## src/rtl/uart_tx_arbiter_if.sv

```systemverilog
// Requester-side byte handshake plus the uart_tx start/busy/done port, bundled
// so the arbiter and its neighbours share one connection.
interface uart_tx_arbiter_if #(
    parameter int unsigned N_REQ = 4
);
    logic [N_REQ-1:0]   req_valid;
    logic [8*N_REQ-1:0] req_data;
    logic [N_REQ-1:0]   req_last;
    logic [N_REQ-1:0]   req_ready;
    logic               tx_start;
    logic [7:0]         tx_data;
    logic               tx_busy;
    logic               tx_done;

    // Arbiter side: accepts requester bytes and drives the transmitter.
    modport slave (
        input  req_valid, req_data, req_last, tx_busy, tx_done,
        output req_ready, tx_start, tx_data
    );

    // Environment side: requesters and the uart_tx itself.
    modport master (
        output req_valid, req_data, req_last, tx_busy, tx_done,
        input  req_ready, tx_start, tx_data
    );
endinterface

```

## src/rtl/uart_tx_arbiter.sv

```systemverilog
// Round-robin arbiter sharing one uart_tx between N_REQ byte requesters, with
// packet locking until the last byte and a timeout that frees a stalled owner.
module uart_tx_arbiter #(
    parameter  int unsigned N_REQ        = 4,
    parameter  int unsigned LOCK_TIMEOUT = 1024,
    localparam int unsigned IDW          = $clog2(N_REQ)
) (
    input  logic                clk,
    input  logic                rst,
    uart_tx_arbiter_if.slave    bus,
    output logic [IDW-1:0]      grant_id,
    output logic                locked,
    output logic                lock_err
);
    localparam int unsigned TOW = $clog2(LOCK_TIMEOUT);

    typedef enum logic [1:0] {IDLE, ACCEPT, START, WAIT} state_t;

    state_t         state, state_nx;
    logic [IDW-1:0] ptr;
    logic [IDW-1:0] winner;
    logic [IDW-1:0] cand;
    logic           found;
    logic [TOW-1:0] to_cnt;
    logic [7:0]     tx_data_reg;
    logic           last_reg;
    logic           timeout_hit;

    // Winner search starts one past the last owner; a lock pins it to the owner.
    always_comb begin
        found  = 1'b0;
        winner = grant_id;
        cand   = '0;
        if (locked) begin
            found = bus.req_valid[grant_id];
        end else begin
            for (int unsigned k = 1; k <= N_REQ; k++) begin
                cand = IDW'((ptr + k) % N_REQ);
                if (!found && bus.req_valid[cand]) begin
                    found  = 1'b1;
                    winner = cand;
                end
            end
        end
    end

    assign timeout_hit = (state == IDLE) && locked && !bus.req_valid[grant_id] &&
                         (to_cnt == TOW'(LOCK_TIMEOUT - 1));
    assign lock_err    = timeout_hit;
    assign bus.tx_data = tx_data_reg;

    always_ff @(posedge clk or posedge rst) begin
        if (rst) state <= IDLE;
        else     state <= state_nx;
    end

    always_comb begin
        state_nx      = state;
        bus.req_ready = '0;
        bus.tx_start  = 1'b0;
        case (state)
            IDLE: begin
                if (found && !bus.tx_busy) state_nx = ACCEPT;
            end
            ACCEPT: begin
                bus.req_ready = N_REQ'(1'b1) << grant_id;
                state_nx      = START;
            end
            START: begin
                bus.tx_start = 1'b1;
                state_nx     = WAIT;
            end
            WAIT: begin
                if (bus.tx_done) state_nx = IDLE;
            end
            default: state_nx = IDLE;
        endcase
    end

    always_ff @(posedge clk or posedge rst) begin
        if (rst) begin
            ptr         <= IDW'(N_REQ - 1);
            grant_id    <= '0;
            locked      <= 1'b0;
            to_cnt      <= '0;
            tx_data_reg <= '0;
            last_reg    <= 1'b0;
        end else begin
            case (state)
                IDLE: begin
                    if (found && !bus.tx_busy) grant_id <= winner;
                end
                ACCEPT: begin
                    tx_data_reg <= bus.req_data[{grant_id, 3'b000} +: 8];
                    last_reg    <= bus.req_last[grant_id];
                end
                WAIT: begin
                    if (bus.tx_done) begin
                        if (last_reg) begin
                            locked <= 1'b0;
                            ptr    <= grant_id;
                        end else begin
                            locked <= 1'b1;
                        end
                    end
                end
                default: ;
            endcase

            if (timeout_hit) begin
                locked <= 1'b0;
                ptr    <= grant_id;
            end

            // Idle time only accrues while locked and the owner has nothing to send.
            if (state != IDLE || !locked || timeout_hit) to_cnt <= '0;
            else if (!bus.req_valid[grant_id])          to_cnt <= to_cnt + 1'b1;
        end
    end
endmodule

```

## src/flat_wrapper.sv

```systemverilog
// flat-port wrapper written by rule: the top's interface ports become plain ports
module uart_tx_arbiter_flat 
#(
    parameter  int unsigned N_REQ        = 4,
    parameter  int unsigned LOCK_TIMEOUT = 1024,
    localparam int unsigned IDW          = $clog2(N_REQ)
)
  (clk, rst, grant_id, locked, lock_err, bus_req_valid, bus_req_data, bus_req_last, bus_tx_busy, bus_tx_done, bus_req_ready, bus_tx_start, bus_tx_data);
  uart_tx_arbiter_if #(.N_REQ(N_REQ)) bus_i ();
  input  logic clk;
  input  logic rst;
  output logic [IDW-1:0] grant_id;
  output logic locked;
  output logic lock_err;
  input wire logic [$bits(bus_i.req_valid)-1:0] bus_req_valid;
  input wire logic [$bits(bus_i.req_data)-1:0] bus_req_data;
  input wire logic [$bits(bus_i.req_last)-1:0] bus_req_last;
  input wire logic [$bits(bus_i.tx_busy)-1:0] bus_tx_busy;
  input wire logic [$bits(bus_i.tx_done)-1:0] bus_tx_done;
  output wire logic [$bits(bus_i.req_ready)-1:0] bus_req_ready;
  output wire logic [$bits(bus_i.tx_start)-1:0] bus_tx_start;
  output wire logic [$bits(bus_i.tx_data)-1:0] bus_tx_data;
  assign bus_i.req_valid = bus_req_valid;
  assign bus_i.req_data = bus_req_data;
  assign bus_i.req_last = bus_req_last;
  assign bus_i.tx_busy = bus_tx_busy;
  assign bus_i.tx_done = bus_tx_done;
  assign bus_req_ready = bus_i.req_ready;
  assign bus_tx_start = bus_i.tx_start;
  assign bus_tx_data = bus_i.tx_data;
  uart_tx_arbiter #(.N_REQ(N_REQ), .LOCK_TIMEOUT(LOCK_TIMEOUT)) u_core (.clk(clk), .rst(rst), .bus(bus_i), .grant_id(grant_id), .locked(locked), .lock_err(lock_err));
endmodule
```

## config.mk

```make
export PLATFORM = sky130hd
export DESIGN_NAME = uart_tx_arbiter_flat
export DESIGN_NICKNAME = d
export VERILOG_FILES = /design/src/rtl/uart_tx_arbiter_if.sv /design/src/rtl/uart_tx_arbiter.sv /design/src/flat_wrapper.sv
export SDC_FILE = /design/constraint.sdc
export NUM_CORES = 1
export LEC_CHECK = 0
export CORE_MARGIN = 3
export CORE_UTILIZATION = 40
export DETAILED_ROUTE_END_ITERATION = 12
export PLACE_DENSITY = 0.86
export SKIP_CTS_REPAIR_TIMING = 1
export SYNTH_ARGS = -nofsm -noshare
export SYNTH_HDL_FRONTEND = slang
export SYNTH_SLANG_ARGS = --single-unit
```

## constraint.sdc

```tcl
create_clock -name clk -period 2 [get_ports clk]
set_input_delay 0.4 -clock clk [delete_from_list [all_inputs] [get_ports clk]]
set_output_delay 0.4 -clock clk [all_outputs]
set_load 0.02 [all_outputs]
```

; ---- Yosys cells after proc, flatten, opt, wreduce, memory -nomap -nowiden
; Index checks and enable logic that the tools add are counted.
[word_totals]
regBits = 26
in_bits = 44
output_inout_bits = 17
elab_cells = 91
[op_classes]
n_addsub = 5
magnitude_cmp = 5
n_eq_ne = 7
shifts = 2
n_mux = 39
n_bitwise = 1
reduce_logical = 25
[op_table]
columns = operator, n
row1 = variable part select 32 x 6 -> 8 bit, 1
row2 = two-way mux 10 bit, 2
row3 = two-way mux 2 bit, 10
row4 = two-way mux 1 bit, 19
row5 = less-than comparator 2 x 3 -> 1 bit (second input constant), 5
row6 = binary-select mux 1 bit (select 2 bit), 6
row7 = adder 10 x 1 -> 10 bit (second input constant), 1
row8 = equality test 10 bit (second input constant), 1
row9 = case mux 2 bit (4 select lines), 1
row10 = nonzero test 2 bit, 4
row11 = logical AND 1 bit, 7
row12 = zero test 1 bit, 6
row13 = != test 2 bit (second input constant), 3
row14 = adder 2 x 1 -> 2 bit (second input constant), 2
row15 = adder 2 bit (second input constant), 2
row16 = equality test 2 bit (second input constant), 2
row17 = two-way mux 4 bit, 1
row18 = AND reduction 2 bit, 2
row19 = AND reduction 4 bit, 1
row20 = nonzero test 4 bit, 1
row21 = << shifter 1 x 2 -> 4 bit (first input constant), 1
row22 = AND reduction 3 bit, 1
row23 = equality test 2 x 1 -> 1 bit (second input constant), 1
row24 = zero test 2 bit, 1
row25 = other kinds (2), 3

; ---- Depth between registers and ports, before layout
; Gate-level depths: netlist (run 1).
[depth]
depth_word = 20
mapped_depth = 6
ltp_nobuf = 5

; ---- Least setup slack after synthesis (run 1)
; OpenSTA, ideal clock, no wires.
[synth_timing]
path_kind = register -> output
start = register u_core.grant_id[0]
end = output port lock_err
arrival_ns = 1.991
t_required_ns = 1.600
setup_slack_ns = -0.391
stages_incl_launch_ff = 5
path_buffers = 1
cell_sequence = dfrtp_1 buf_6 mux4_2 or4_4 nor2_1
[synth_via]
elab_chain_cells = 5
[synth_lines]
columns = item, line_no
row1 = start: declaration, uart_tx_arbiter.sv:11  ; output logic [IDW-1:0] grant_id,
row2 = start signal: assignment, uart_tx_arbiter.sv:91  ; if (found && !bus.tx_busy) grant_id <= winner;
row3 = binary-select mux 1 bit (select 2 bit), uart_tx_arbiter.sv:47  ; assign timeout_hit = (state == IDLE) && locked && !bus.req_valid[grant_id] &&
row4 = two-way mux 1 bit (not written as such), uart_tx_arbiter.sv:47
row5 = zero test 1 bit, n/a
row6 = logical AND 1 bit (2 in series), uart_tx_arbiter.sv:47
row7 = end: declaration, flat_wrapper.sv:14  ; output logic lock_err;
; No other way between the ends. The select of a mux whose other input is x is not followed.

; ---- Final worst setup path (run 1)
; Same ends and word-level chain as after synthesis.

==> flow_metrics.env, run 1 <==
export IMPL_status="complete, but fails checks"
export IMPL_violations_in_the_final_reports="negative setup slack"
export IMPL_critPathRequiredTime_ns=1.60
export IMPL_largest_register_ffs=10
export IMPL_rows=22
export IMPL_detailedRoute_firstPassIterationCount=4
export IMPL_postSynth_topFlopCell="sky130_fd_sc_hd__dfrtp_1"
export IMPL_largest_family_of_logic_cells_by_synthesized_area="multiplexers"
export IMPL_cts_num_sinks=26
export IMPL_final_core_utilization_pct=69.0
export IMPL_die_width_um=69.4
export IMPL_power_leakage_nw=1.19
export IMPL_synth_top_area_share_pct=37.4
export IMPL_synthTopCellsByArea="sky130_fd_sc_hd__dfrtp_1 37%, sky130_fd_sc_hd__mux4_2 14%, sky130_fd_sc_hd__mux2_2 6.3%"
export IMPL_antenna_diode_count=0
export IMPL_timing_fmax_mhz=412
export IMPL_crit_path_start_kind="register"
export IMPL_mostFrequentLayoutCells="49 x sky130_fd_sc_hd__clkdlybuf4s50_1, 29 x sky130_fd_sc_hd__buf_4, 23 x sky130_fd_sc_hd__dfrtp_1"
export IMPL_floorplan_core_area_um2=3770
export IMPL_number_of_non_filler_instances_in_the_completed_layout=287
export IMPL_worst_r2r_path_depth=6
export IMPL_mux_share_of_post_synthesis_cell_area_pct=22.4
export IMPL_fp_dieArea_um2=4810
export IMPL_synth_xor_area_share_pct=5.45
export IMPL_postSynthRegisterBits=26
export IMPL_detailed_place_hpwl_um=3130
export IMPL_vdd_drop_max_uv=874
export IMPL_post_dp_cell_area_um2=2490
export IMPL_finalWirelength_um=4320
export IMPL_finalSetupViolations=13
export IMPL_cts_root_buffer="sky130_fd_sc_hd__clkbuf_8"
export IMPL_max_slew_margin_rel_pct=78.1
export IMPL_design_final_nets=290
export IMPL_grt_antenna_before_repair=0
export IMPL_detail_route_drc_violations=0
export IMPL_wl_per_cell_um=15.0
export IMPL_yosys_cell_types_count=37
export IMPL_vias=1489
export IMPL_finalMaxSlewViolations=0
export IMPL_finalWorstPathRequiredPeriod_ns=2.43
export IMPL_synth_compound_area_share_pct=7.87
export IMPL_layout_cells_most_common="sky130_fd_sc_hd__clkdlybuf4s50_1"
export IMPL_post_synth_cell_area_avg_um2=10.8
export IMPL_post_synth_fa_ha_maj_area_fraction_pct=4.67
export IMPL_ant_nets=0
export IMPL_flow_area_growth_from_synthesis_pct=62.0
export IMPL_drive_above_1_share_pct=28.5
export IMPL_floorplan_initialDensity_pct=42.6
export IMPL_clkLatencyLatePin_ns=0.27
export IMPL_place_inst=281
export IMPL_critical_path_max_fanout=2
export IMPL_global_route_overflow_total=0
export IMPL_finalCritPeriodShare_pct=121
export IMPL_tritoncts="yes"
export IMPL_max_cap_viols=0
export IMPL_setup_repair_after_global_routing_missed_its_margin="yes"
export IMPL_htreeDepth=1
export IMPL_clockBufferDepth=2
export IMPL_yosys_area_top_type="sky130_fd_sc_hd__dfrtp_1"
export IMPL_number_of_enable_type_register_cells_in_the_synthesized_netlist=0
export IMPL_io_pins=61
export IMPL_syn_num_nets=199
export IMPL_layout_filler_cells=266
export IMPL_finalWeightedCongestion=0.865
export IMPL_hold_class="input port to async pin"
export IMPL_clkSlewWorstSetupHoldPaths_ns=0.09
export IMPL_setup_tns_final_ns=-2.80
export IMPL_first_global_vias=1553
export IMPL_critPathKind="register to primary output"
export IMPL_stdcell_area_um2=2600
export IMPL_reg2reg_to="u_core.ptr[0]"
export IMPL_clock_skew_ns=0.00174
export IMPL_tightestPinTransition_ns=0.326
export IMPL_initialDrtViolationCount=54
export IMPL_hold_viol=0
export IMPL_design_power_total_mw=3.01
export IMPL_rrSetupSlack_ns=-0.35
export IMPL_areal_power_density_over_the_cells_nw_per_um2=1160
export IMPL_async_flop_share_pct=100
export IMPL_synth_sequential_area_ratio_pct=40.7
export IMPL_netlist_instances=149
export IMPL_ys_warn_count=0
export IMPL_synth_cell_area_um2=1610
export IMPL_critPathCaptureType="primary output"
export IMPL_post_synth_and_or_nand_nor_area_fraction_pct=14.3
export IMPL_portBuffers=60
export IMPL_first_pass_grt_wire_length_um=6880
export IMPL_die_y_um=69.4
export IMPL_grt_start_max_net_pins=27
export IMPL_cp_arrival_ns=2.03
export IMPL_rr_startpoint="u_core.grant_id[0]"
export IMPL_postLayoutSetupSlackWorst_ns=-0.428
export IMPL_cts_made_buffers=3
export IMPL_avgViaCountPerCell=5.19
export IMPL_groute_usage_overall_pct=17.2
logic make-up after synthesis:
| group | Yosys count |
|---|---|
| compound gates | 18 |
| xor+xnor | 10 |
| fa+ha+maj | 6 |
| buf+inv | 18 |
| flops | 26 |
| mux | 22 |
| simple gates | 49 |
synthesized netlist by cell type, drive strengths merged, types with 2 or more instances:
master and instances:
o22ai 2, buf 2, a211oi 3, mux4 10
dfrtp 24, mux2 11, dfstp 2, a21oi 2
nand2 5, nor4 3, xnor2 9, inv 12
nor2 23, ha 6, nor3 3, clkbuf 4
nand4 2, nand3 7, o21ai 4
critical path, cell delays in order (launching register included):
cell and delay [ns]:
sky130_fd_sc_hd__dfrtp_2 0.39, sky130_fd_sc_hd__mux4_2 0.53, sky130_fd_sc_hd__or4_4 0.58, sky130_fd_sc_hd__nor2_4 0.14
sky130_fd_sc_hd__buf_6 0.12
worst max path at each step:
stage | startpoint | slack, ns | cells past startpoint | end
final | u_core.grant_id[0] | -0.43 | 4 | lock_err
after global routing | u_core.grant_id[0] | -0.47 | 4 | lock_err
after CTS | bus_req_valid[0] | -0.96 | 5 | lock_err
after detailed placement | bus_req_valid[0] | -0.96 | 5 | lock_err
after global placement | bus_req_valid[0] | -0.94 | 5 | lock_err
after floorplan | u_core.grant_id[0] | -0.17 | 5 | u_core.ptr[0]
report_power, final:
group	switching (mW)	total, mW	internal, mW
registers	0.133	0.855	0.722
logic	0.837	1.85	1.01
clock network	0.166	0.309	0.143
total	1.14	3.01	1.88
final cells by class:
cell class	instances	area (um2)	area share [%]
multi-input cells	105	911	35.0
repair buffers	92	887	34.1
flip-flops and latches	26	654	25.1
well taps	48	60.1	2.31
clock buffers	4	45.0	1.73
inverters	12	45.0	1.73
through the flow:
stage                     hold slack (ns)  worst slack [ns]
after floorplan                     0.438            -0.175
after global placement              0.488            -0.943
after detailed placement            0.497            -0.957
after CTS                           0.491            -0.961
after global routing                0.520            -0.465
final                               0.471            -0.428
per-layer routing:
| layer | routed length (um) | vias up | global-route usage (%) | share of wire (%) |
|---|---|---|---|---|
| met5 | 0 | - | 0 | 0 |
| li1 | - | 715 | - | - |
| met2 | 2300 | 52 | 31.5 | 53 |
| met1 | 1770 | 716 | 20.8 | 41 |
| met4 | 52 | 0 | 4.77 | 1.2 |
| met3 | 197 | 6 | 2.75 | 4.6 |
Note: power is estimated with default switching activity, not from simulation.
==> run 2: changes to the inputs <==
--- a/config.mk
+++ b/config.mk
@@ -8,6 +8,7 @@
 export CORE_MARGIN = 3
 export CORE_UTILIZATION = 40
 export DETAILED_ROUTE_END_ITERATION = 12
+export GPL_TIMING_DRIVEN = 1
 export PLACE_DENSITY = 0.86
 export SKIP_CTS_REPAIR_TIMING = 1
 export SYNTH_ARGS = -nofsm -noshare
==> constraint.sdc (replaced) <==
create_clock -name clk -period 2.07 [get_ports clk]
set_input_delay 0.414 -clock clk [delete_from_list [all_inputs] [get_ports clk]]
set_output_delay 0.414 -clock clk [all_outputs]
set_load 0.02 [all_outputs]
==> flow_metrics.env, run 2 (synthesis gave the netlist of run 1 again) <==
export IMPL_design_power_total_mw=3.06
export IMPL_rows=22
export IMPL_detailed_place_hpwl_um=3410
export IMPL_grt_antenna_before_repair=0
export IMPL_floorplan_core_area_um2=3770
export IMPL_finalWeightedCongestion=0.804
export IMPL_finalWirelength_um=4300
export IMPL_avgViaCountPerCell=5.14
export IMPL_tightestPinTransition_ns=0.374
export IMPL_rrSetupSlack_ns=-0.26
export IMPL_detailedRoute_firstPassIterationCount=4
export IMPL_finalMaxSlewViolations=0
export IMPL_floorplan_initialDensity_pct=42.6
export IMPL_initialDrtViolationCount=29
export IMPL_finalCritPeriodShare_pct=115
export IMPL_cts_root_buffer="sky130_fd_sc_hd__clkbuf_8"
export IMPL_design_final_nets=291
export IMPL_fp_dieArea_um2=4810
export IMPL_hold_viol=0
export IMPL_setup_repair_after_global_routing_missed_its_margin="yes"
export IMPL_htreeDepth=1
export IMPL_areal_power_density_over_the_cells_nw_per_um2=1160
export IMPL_global_route_overflow_total=0
export IMPL_tritoncts="yes"
export IMPL_vias=1481
export IMPL_cts_made_buffers=3
export IMPL_mostFrequentLayoutCells="50 x sky130_fd_sc_hd__clkdlybuf4s50_1, 30 x sky130_fd_sc_hd__buf_4, 23 x sky130_fd_sc_hd__dfrtp_1"
export IMPL_first_pass_grt_wire_length_um=6990
export IMPL_violations_in_the_final_reports="negative setup slack"
export IMPL_groute_usage_overall_pct=17.9
export IMPL_detail_route_drc_violations=0
export IMPL_vdd_drop_max_uv=737
export IMPL_clkLatencyLatePin_ns=0.27
export IMPL_die_width_um=69.4
export IMPL_flow_area_growth_from_synthesis_pct=64.4
export IMPL_hold_class="input port to async pin"
export IMPL_route_layer_met1_wl_um=1730
export IMPL_layout_filler_cells=255
export IMPL_cp_arrival_ns=1.96
export IMPL_antenna_diode_count=0
export IMPL_wl_per_cell_um=14.9
export IMPL_io_pins=61
export IMPL_critPathRequiredTime_ns=1.66
export IMPL_critPathCaptureType="primary output"
export IMPL_top_layer="met4"
export IMPL_crit_path_start_kind="register"
export IMPL_drive_above_1_share_pct=29.6
export IMPL_final_core_utilization_pct=70.0
export IMPL_max_cap_viols=0
export IMPL_portBuffers=60
export IMPL_timing_fmax_mhz=421
export IMPL_finalSetupViolations=13
export IMPL_critical_path_max_fanout=2
export IMPL_critPathKind="register to primary output"
export IMPL_layout_cells_most_common="sky130_fd_sc_hd__clkdlybuf4s50_1"
export IMPL_pre_cts_slack_ns=-0.937
export IMPL_route_met3_wl_um=193
export IMPL_clock_skew_ns=0.00237
export IMPL_max_slew_margin_rel_pct=74.8
export IMPL_first_global_vias=1521
export IMPL_finalWorstPathRequiredPeriod_ns=2.37
export IMPL_cts_num_sinks=26
export IMPL_grt_start_max_net_pins=17
export IMPL_ant_nets=0
export IMPL_die_y_um=69.4
export IMPL_setup_tns_final_ns=-1.15
export IMPL_routed_wl_met2_um=2350
export IMPL_power_leakage_nw=1.20
export IMPL_clkSlewWorstSetupHoldPaths_ns=0.09
export IMPL_clockBufferDepth=2
export IMPL_postLayoutSetupSlackWorst_ns=-0.303
export IMPL_largest_register_ffs=10
export IMPL_status="complete, but fails checks"
[run 2: cell count changes in the layout (fill, tap and decap cells not counted)]
cell,before,now
sky130_fd_sc_hd__a211oi_1,2,3
sky130_fd_sc_hd__a211oi_2,1,0
sky130_fd_sc_hd__buf_4,29,30
sky130_fd_sc_hd__bufinv_16,0,1
sky130_fd_sc_hd__clkbuf_1,1,0
sky130_fd_sc_hd__clkdlybuf4s50_1,49,50
sky130_fd_sc_hd__dlymetal6s2s_1,10,9
sky130_fd_sc_hd__nand3_1,7,6
sky130_fd_sc_hd__nand3_4,0,1
sky130_fd_sc_hd__nor2_1,22,21
sky130_fd_sc_hd__nor2_2,0,1
sky130_fd_sc_hd__or2_2,0,1
sky130_fd_sc_hd__or2_4,1,0
[run 2: worst max-delay path, cell delays in order (launching register included)]
cell,delay [ns]
sky130_fd_sc_hd__dfrtp_2,0.38
sky130_fd_sc_hd__mux4_2,0.51
sky130_fd_sc_hd__or4_4,0.57
sky130_fd_sc_hd__nor2_4,0.10
sky130_fd_sc_hd__buf_6,0.12
[run 2: per-stage QoR]
stage / std cells / hold WS, ns / area, um2
2_1_floorplan: 149 / 0.452 / 1630
3_3_place_gp: 283 / 0.488 / 2510
3_5_place_dp: 283 / 0.495 / 2510
4_1_cts: 287 / 0.413 / 2580
5_1_grt: 288 / 0.430 / 2640
6_report: 288 / 0.405 / 2640
[run 2: where the power goes]
part | internal (mW) | total (mW) | switching, mW | leakage, nW
combinational | 0.999 | 1.81 | 0.809 | 0.841
sequential | 0.697 | 0.831 | 0.134 | 0.323
clock | 0.259 | 0.421 | 0.162 | 0.0357
[run 2: area by class of cell]
| type | count | area, um2 | share of cell area (%) |
|---|---|---|---|
| Timing Repair Buffer | 93 | 892 | 33.8 |
| Clock buffer | 3 | 41.3 | 1.56 |
| Sequential cell | 26 | 654 | 24.8 |
| Clock inverter | 1 | 30.0 | 1.14 |
| Inverter | 12 | 45.0 | 1.71 |
| Multi-Input combinational cell | 105 | 918 | 34.8 |
| Tap cell | 48 | 60.1 | 2.27 |
[run 2: worst paths after layout]
kind | endpoint | cells after the start | start
min in group clk | u_core.bus.tx_data[5] | 1 | u_core.bus.tx_data[5]
min | u_core.bus.tx_data[6] | 2 | rst
max | lock_err | 4 | u_core.grant_id[0]
min reg2reg | u_core.bus.tx_data[5] | 1 | u_core.bus.tx_data[5]
max in group asynchronous | u_core.ptr[0] | 3 | rst
max reg2reg | u_core.ptr[0] | 6 | u_core.grant_id[0]
[run 2: routing by layer]
metal  GRT usage [%]  up-vias
met5               0        -
met4            3.90        0
met3            3.77        2
met2            34.6       40
met1            19.7      728
li1                -      711
==> RTL edit (config.mk and constraints of run 2) <==
`LOCK_TIMEOUT` is set to 1024 in 2 places; all go to 2048.
--- a/src/rtl/uart_tx_arbiter.sv
+++ b/src/rtl/uart_tx_arbiter.sv
@@ -4,3 +4,3 @@
     parameter  int unsigned N_REQ        = 4,
-    parameter  int unsigned LOCK_TIMEOUT = 1024,
+    parameter  int unsigned LOCK_TIMEOUT = 2048,
     localparam int unsigned IDW          = $clog2(N_REQ)
--- a/src/flat_wrapper.sv
+++ b/src/flat_wrapper.sv
@@ -4,3 +4,3 @@
     parameter  int unsigned N_REQ        = 4,
-    parameter  int unsigned LOCK_TIMEOUT = 1024,
+    parameter  int unsigned LOCK_TIMEOUT = 2048,
     localparam int unsigned IDW          = $clog2(N_REQ)
Behaviour: same outputs for any inputs over 10 cycles, from zero or initial values and one cycle with rst high; that may be too few to reach the edited logic, so the function may still have changed.
==> RTL edit against run 2 <==
- the run still ends with setup timing left
- highest routed layer unchanged
- routed wire length grew 17%
- sequential cell count grew 1
- die area grew 6.6%
- setup slack gained 4.6 ps
- synthesized cell count grew 6.7%
- count of clock-buffer cells in the layout is the same
- global-route usage grew 1.9 points
- cell area grew 3.7%
- sequential power is essentially flat
- area after synthesis grew 7.2%
- first-iteration DRC count grew to 2.8 times the old value
- via count grew 10%
- total power is essentially flat
- maximum frequency grew 0.19%
==> RTL edit: results (changes against run 2) <==
Status
  – Status: finished, violations left (unchanged)
  – Failing checks: setup timing (unchanged)

Critical path
  – Reg2Reg Depth: 5 (was 6)
  – Setup Crit Path Kind: register to register (was register to output port)
  – Last element of the critical path: u_core.ptr[1]$_DFFE_PP1P_ (was lock_err)
  – CP top delay family: multiplexers (was simple AND/OR/NAND/NOR gates)
  – Critical-path top delay cell: mux4_2 (was or4_4)
  – CP max FO: 6 (was 2)

Placed design
  – Worst slack at placement: -630 ps (was -937 ps)
  – Post-DP HPWL: 3770 um (was 3410 um)
  – RePlAce Congestion: 0.830 (was 0.804)
  – DP Area: 2630 um^2 (was 2510 um^2)

Global routing
  – Met3 Use GR: 1.68% (was 3.77%)
  – Number of global-route vias before repair: 1675 (was 1521)
  – M1 GR Usage: 25.7% (was 19.7%)
  – First-pass GRT wire length: 7970 um (was 6990 um)
  – Met2 global-route usage: 35.4% (was 34.6%)
  – Global-route usage over all layers: 19.8% (was 17.9%)

Power
  – Part of the power in combinational logic: 62.7% (was 59.1%)
  – Leakage: 1.22 nW (was 1.20 nW)
  – Peak VDD IR: 0.751 mV (was 0.737 mV)
  – Net Sw Frac: 38.6% (was 36.1%)
  – Power Internal: 0.00188 W (was 0.00195 W)
  – Clk pwr: 0.000309 W (was 0.000421 W)

Timing
  – Setup slack after layout: -298 ps (was -303 ps)
  – Final setup fails: 5 (was 13)
  – Setup TNS: -781 ps (was -1150 ps)
  – Skew final: 10.1 ps (was 2.37 ps)
  – Slew headroom: 58.0% (was 74.8%)
  – Final hold slack: 504 ps (was 405 ps)

Detailed routing
  – WL/cell: 16.5 um (was 14.9 um)
  – Detail Route met2 WL: 2670 um (was 2350 um)
  – Metal-1 WL: 2070 um (was 1730 um)
  – Via count: 1634 (was 1481)
  – DRT iter0 DRCs: 82 (was 29)

Logic synthesis
  – Post-synthesis cell type count: 42 (was 37)
  – Top cells by count, synth: 25 x dfrtp_1, 17 x nor2_1, 11 x mux2_2 (was 24 x dfrtp_1, 23 x nor2_1, 12 x inv_1)
  – Synth area leaders: dfrtp_1 36%, mux4_2 12%, mux2_2 7.2% (was dfrtp_1 37%, mux4_2 14%, mux2_2 6.3%)
  – Syn_nets: 209 (was 199)
  – Mapped Cells: 159 (was 149)

CTS
  – Root buf cell: clkbuf_8 (unchanged)

Cells and area
  – Filler cells: 291 (was 255)
  – Non-filler cells, final: 303 (was 288)
  – Layout cells sized above 1: 28.9% (was 29.6%)
  – Max FFs per register: 11 (was 10)
## RTL edit: cell count changes in the layout (fill, tap and decap cells not counted), sizes merged, moves of 3 or more
| cell | before | now |
|---|---|---|
| a21oi | 2 | 6 |
| nor2 | 23 | 17 |
| nand2 | 5 | 9 |
| buf | 34 | 39 |
| inv | 12 | 7 |
| nor3 | 3 | 0 |
## RTL edit: logic make-up (layout without fill, tap and decap cells)
kind of cell             Yosys count  count (layout)  share of synthesized area (%)
AO/OA/AOI/OAI                     27              27                           11.4
multiplexers                      21              21                           20.5
buffers and inverters             15             109                           3.70
flip-flops                        27              27                           39.4
AND/OR/NAND/NOR                   54              54                           16.1
adder cells (fa/ha/maj)            6               6                           4.36
XOR/XNOR                           9               9                           4.58
## RTL edit: layout make-up
class,count,area [um^2],area share [%]
clock inverter,1,7.51,0.274
timing repair buffer,98,910,33.2
sequential,27,679,24.8
multi-input combinational,117,1010,37.0
clock buffer,3,41.3,1.51
inverter,7,26.3,0.959
tap,50,62.6,2.28
